[config.mk]
export PLATFORM = sky130hd
export DESIGN_NAME = phantom_clock
export DESIGN_NICKNAME = d
export VERILOG_FILES = /design/src/rtl/phantom_clock.sv
export SDC_FILE = /design/constraint.sdc
export NUM_CORES = 1
export LEC_CHECK = 0
export ABC_AREA = 1
export ABC_CLOCK_PERIOD_IN_PS = 4800
export CAP_MARGIN = 40
export CORE_ASPECT_RATIO = 0.6
export CORE_UTILIZATION = 23
export CTS_CLUSTER_DIAMETER = 60
export DETAILED_ROUTE_END_ITERATION = 7
export PLACE_DENSITY = 0.48
export SKIP_LAST_GASP = 1
export SLEW_MARGIN = 20
export SYNTH_ARGS = -nofsm -noshare
export SYNTH_HDL_FRONTEND = slang
export SYNTH_SLANG_ARGS = --single-unit
[constraint.sdc]
create_clock -name C7M -period 4.8 [get_ports C7M]
set_input_delay 0.96 -clock C7M [delete_from_list [all_inputs] [get_ports C7M]]
set_output_delay 0.96 -clock C7M [all_outputs]
set_load 0.1 [all_outputs]
[src/rtl/phantom_clock.sv]
// phantom_clock: phantom real-time clock hidden behind a card ROM window.
// A 64-bit key written serially through A0 unlocks one 64-access transfer
// that either reads a snapshot of the running BCD time or writes a new one.
module phantom_clock #(
    parameter int unsigned TICKDIV = 71590,
    parameter logic [63:0] PATTERN = 64'hC53A_A35C_C53A_A35C
) (
    input  logic C7M,
    input  logic nRES,
    input  logic nCEI,
    input  logic A2,
    input  logic A0,
    output logic RAMROMCSgb,
    output logic Q,
    output logic QOE
);
    localparam int            PW       = (TICKDIV > 1) ? $clog2(TICKDIV) : 1;
    localparam logic [PW-1:0] PRE_MAX  = PW'(TICKDIV - 1);
    // year 00, month 01, date 01, day 1, 00:00:00.00
    localparam logic [63:0]   TIME_RST = 64'h0001_0101_0000_0000;

    typedef enum logic {IDLE = 1'b0, XFER = 1'b1} state_t;

    state_t        state_q;
    logic [5:0]    idx_q;
    logic [63:0]   sh_q, sh_d;
    logic [63:0]   time_q, time_d;
    logic [PW-1:0] pre_q, pre_d;
    logic          dirty_q, dirty_d;
    logic          blk_q, q_q;
    logic          ncei_s1_q, ncei_s2_q, ncei_s3_q;
    logic          ev, ev_xfer, last, commit, tick;
    logic [8:0]    hs_c, ss_c, ms_c, hh_c, dd_c;

    // BCD increment of one field; returns {carry, next}. Out-of-range or
    // non-BCD contents roll over to the minimum exactly like a normal wrap.
    function automatic logic [8:0] bcd_step(input logic [7:0] v,
                                            input logic [7:0] vmax,
                                            input logic [7:0] vmin);
        logic [8:0] r;
        if (v[3:0] > 4'd9 || v >= vmax) r = {1'b1, vmin};
        else if (v[3:0] == 4'd9)        r = {1'b0, v[7:4] + 4'd1, 4'd0};
        else                            r = {1'b0, v[7:4], v[3:0] + 4'd1};
        return r;
    endfunction

    assign RAMROMCSgb = !nCEI && !blk_q;
    assign QOE        = !nCEI && blk_q && A2;
    assign Q          = q_q;

    // Synchronise chip enable; the third flop only serves edge detection
    always_ff @(posedge C7M or negedge nRES) begin
        if (!nRES) begin
            ncei_s1_q <= 1'b1;
            ncei_s2_q <= 1'b1;
            ncei_s3_q <= 1'b1;
        end else begin
            ncei_s1_q <= nCEI;
            ncei_s2_q <= ncei_s1_q;
            ncei_s3_q <= ncei_s2_q;
        end
    end

    assign ev      = ncei_s3_q && !ncei_s2_q;
    assign ev_xfer = ev && (state_q == XFER);
    assign last    = (idx_q == 6'd63);

    // Transfer shift: reads shift out bit 0, writes push A0 in at bit 63
    always_comb begin
        sh_d    = sh_q;
        dirty_d = dirty_q;
        if (ev_xfer) begin
            if (A2) begin
                sh_d = {1'b0, sh_q[63:1]};
            end else begin
                sh_d    = {A0, sh_q[63:1]};
                dirty_d = 1'b1;
            end
        end
    end

    assign commit = ev_xfer && last && dirty_d;

    // Access-driven FSM: key recognition, transfer, block flag, read bit
    always_ff @(posedge C7M or negedge nRES) begin
        if (!nRES) begin
            state_q <= IDLE;
            idx_q   <= '0;
            sh_q    <= '0;
            dirty_q <= 1'b0;
            blk_q   <= 1'b0;
            q_q     <= 1'b0;
        end else begin
            // Between accesses only, so BLK and Q are constant within one
            if (ncei_s2_q) begin
                blk_q <= (state_q == XFER);
                q_q   <= sh_q[0];
            end
            if (ev) begin
                case (state_q)
                    IDLE: begin
                        if (!A2 && (A0 == PATTERN[idx_q])) begin
                            if (last) begin
                                state_q <= XFER;
                                idx_q   <= '0;
                                sh_q    <= time_q;
                                dirty_q <= 1'b0;
                            end else begin
                                idx_q <= idx_q + 6'd1;
                            end
                        end else begin
                            idx_q <= '0;
                        end
                    end
                    XFER: begin
                        sh_q    <= sh_d;
                        dirty_q <= dirty_d;
                        if (last) begin
                            state_q <= IDLE;
                            idx_q   <= '0;
                        end else begin
                            idx_q <= idx_q + 6'd1;
                        end
                    end
                    default: state_q <= IDLE;
                endcase
            end
        end
    end

    // Prescaler and BCD carry chain; a commit overrides a same-cycle tick
    always_comb begin
        tick   = (pre_q == PRE_MAX);
        hs_c   = bcd_step(time_q[7:0],   8'h99, 8'h00);
        ss_c   = bcd_step(time_q[15:8],  8'h59, 8'h00);
        ms_c   = bcd_step(time_q[23:16], 8'h59, 8'h00);
        hh_c   = bcd_step(time_q[31:24], 8'h23, 8'h00);
        dd_c   = bcd_step(time_q[39:32], 8'h07, 8'h01);
        time_d = time_q;
        pre_d  = tick ? '0 : pre_q + PW'(1);
        if (tick) begin
            time_d[7:0] = hs_c[7:0];
            if (hs_c[8]) begin
                time_d[15:8] = ss_c[7:0];
                if (ss_c[8]) begin
                    time_d[23:16] = ms_c[7:0];
                    if (ms_c[8]) begin
                        time_d[31:24] = hh_c[7:0];
                        if (hh_c[8]) time_d[39:32] = dd_c[7:0];
                    end
                end
            end
        end
        if (commit) begin
            time_d = sh_d;
            pre_d  = '0;
        end
    end

    // Live time and prescaler registers
    always_ff @(posedge C7M or negedge nRES) begin
        if (!nRES) begin
            time_q <= TIME_RST;
            pre_q  <= '0;
        end else begin
            time_q <= time_d;
            pre_q  <= pre_d;
        end
    end
endmodule

==> run summary <==
vias per inst: 4.320
crit end category: primary output
Routed Wire Length: 21.88 mm
sw frac: 33.62%
Synth area leader: dfrtp_1
buffers added on ports: 7
leakage: 4.652 nW
vias in the first global route: 6982
CTS max path bufs: 2
fill count: 4184
DIE WIDTH: 256.7 um
All-Layer GR Usage: 11.70%
total grt overflow: 0
DIE AREA: 39730 sq um
Gate power share: 23.0%
Post-Synthesis Cells: 1234
#FFs+latches synth: 158
CTS hold repair buffers: 0
Die Y: 154.8 um
Synthesized Nets: 1253
Initial Util: 23.56%
H-tree levels: 4
total of max-cap violations: 0
initial antenna violation count: 0
Remaining DRCs: 0
PostCTS Resize Cnt: 0
Placer Congestion: 0.7900
CP required: 3.84 ns
final slew viol count: 0
CTS sink count: 158
Pwr per Cell Area: 406.1 nW/um^2
min Tclk post-route: 2.983 ns
Initial DRC Count: 664
Setup TNS Final: 0 ns
Clock transition at path regs: 0.06 ns
Overall Power: 4.135 mW
Sw Pwr: 1.390 mW
clk_lat worst skew: 0.44 ns
Yosys warnings: 0
I/O pins: 8
Power Internal: 2.745 mW
Netlist Area Pre-Place: 8950 sq um
Clock Power Share: 33.4%
sequential share of the synthesized area: 44.26%
Via Count: 7543
startpoint types: input port
worst relative slew slack: 53.39%
clk root buf: clkbuf_16
Netlist cell types: 36
drt first pass iters: 5
largest net degree at the start of global routing: 79
# Post-CTS Setup Buffers: 0
CTS tree: done
worst min path class: reg -> reg
Fin. Hold Viols: 0
final setup violation count: 0
sequential power share: 43.6%
nets: 1239
WL per Instance: 12.53 um
kind of critical path: in -> out
first-pass GRT wire length: 37.23 mm
Core ar.: 37990 sq um
post-synth top area share: 42.50%
RSZ-0062 raised after global routing: false
HPWL after detailed placement: 14.40 mm
worst path arrival time: 2.02 ns
Worst-Margin Slew: 0.6992 ns
crit share post-route: 62.15%
clk_skew: 0.009096 ns
synthesis-to-finish area growth: 13.77%
worst-path fanout max: 5
placement row count: 55
share of layout cells above drive strength 1: 7.624%
Fmax: 335.2 MHz
Max IR drop VDD: 0.2088 mV
outcome: complete, no violations
Num CTS Buffers: 17
Routed Antenna Nets: 0
synth top area cells: dfrtp_1 42%, nand2_1 14%, o21ai_0 11%, inv_1 5.5%, nor2_1 4.8%
syn_area_per_cell: 7.253 sq um
Diodes inserted: 0
==> critical path: stages <==
cell,delay (ns)
clkdlybuf4s50_1,0.46
inv_1,0.09
nor3_1,0.20
buf_4,0.32
==> synthesized netlist by cell type <==
cell type / instances
o21a_1: 1
buf_4: 12
or2_2: 6
buf_6: 1
buf_2: 20
a21oi_2: 1
buf_1: 1
a21oi_1: 74
nor2_1: 115
nand2_1: 339
nor2_2: 5
clkbuf_1: 21
nand3_1: 42
inv_2: 7
nand3_4: 1
xnor2_1: 3
and3_1: 1
nor2_4: 5
o21ai_1: 6
nor4_1: 3
nand4_1: 22
ha_1: 14
nor3_1: 11
o211ai_1: 2
nand2_2: 6
nand2_4: 3
a31o_2: 1
dfrtp_1: 152
inv_1: 130
o21ai_0: 195
o22ai_1: 8
nand3b_1: 1
dfstp_2: 6
xor2_1: 15
o21bai_1: 1
nand3_2: 3
==> logic make-up after synthesis <==
logic type,synth area share [%]
XOR/XNOR,1.762
AO/OA/AOI/OAI,16.47
adder cells (fa/ha/maj),1.957
AND/OR/NAND/NOR,26.63
buffers and inverters,8.919
flip-flops,44.26
==> cells in the final DEF (no fill, tap or decap), types with 8 or more instances in the layout <==
cell type  Yosys  routed
dfrtp_1      152     152
o22ai_1        8       8
ha_1          14      14
o21ai_0      195     195
nand3_1       42      42
nor3_1        11      11
xor2_1        15      15
nand2_1      339     339
clkbuf_16      0      17
inv_1        130     130
a21oi_1       74      74
nor2_1       115     114
buf_4         12      10
nand4_1       22      22
==> state kept, by name (all words and copies together) (netlist names) <==
register and flops:
ncei_s2_q 1, state_q 1, ncei_s3_q 1, blk_q 1, pre_q 17, idx_q 6
Q 1, ncei_s1_q 1, sh_q 64, time_q 64, dirty_q 1
==> per-stage QoR <==
step                      setup slack (ns)  utilization [%]  std cells  cell area (sq um)  hold WS, ns
after floorplan                     0.7491                -       1234               8950       0.3452
after global placement               1.470            25.03       1710               9507       0.3593
after detailed placement             1.393            25.19       1713               9569       0.3512
after CTS                            1.800            26.73       1745              10150       0.3682
after global routing                 1.673            26.81       1746              10180       0.3716
final                                1.817            26.81       1746              10180       0.3685
==> routing by layer <==
metal / track usage, % / share of wire (%) / vias up
li1: - / - / 3944
met1: 18.67 / 60 / 3486
met2: 15.10 / 36 / 101
met3: 2.491 / 3.7 / 12
met4: 3.515 / 0.89 / 0
met5: 0 / 0 / -
==> final cells by class <==
class                   count  area, sq um  area share (%)
repair buffers             22        276.5           2.716
clock buffers              21        470.5           4.620
inverters                 137        514.2           5.050
multi-input cells         884         4203           41.28
clock inverters            11        115.1           1.130
flip-flops and latches    158         3961           38.90
well taps                 513        641.9           6.304
==> path summary, 6_finish.rpt <==
path | depth (start not counted) | start | slack, ns | end
min in group asynchronous | 1 | nRES | 0.40 | idx_q[2]$_DFFE_PN0N_
max in group asynchronous | 3 | nRES | 3.27 | time_q[40]$_DFFE_PN1P_
min | 0 | ncei_s1_q$_DFF_PN1_ | 0.37 | ncei_s2_q$_DFF_PN1_
max | 4 | A2 | 1.82 | QOE
max reg2reg | 12 | idx_q[1]$_DFFE_PN0N_ | 2.09 | time_q[38]$_DFFE_PN0P_
min reg2reg | 0 | ncei_s1_q$_DFF_PN1_ | 0.37 | ncei_s2_q$_DFF_PN1_
==> power by group through the flow <==
stage / combinational, mW / clock [mW] / sequential (mW)
final: 0.952 / 1.38 / 1.80
after floorplan: 0.714 / 0 / 1.78
after detailed placement: 0.951 / 0 / 1.82
after global routing: 1.13 / 1.48 / 1.84
after global placement: 0.925 / 0 / 1.82
after CTS: 0.956 / 1.43 / 1.80
(Power assumes the default switching activity.)
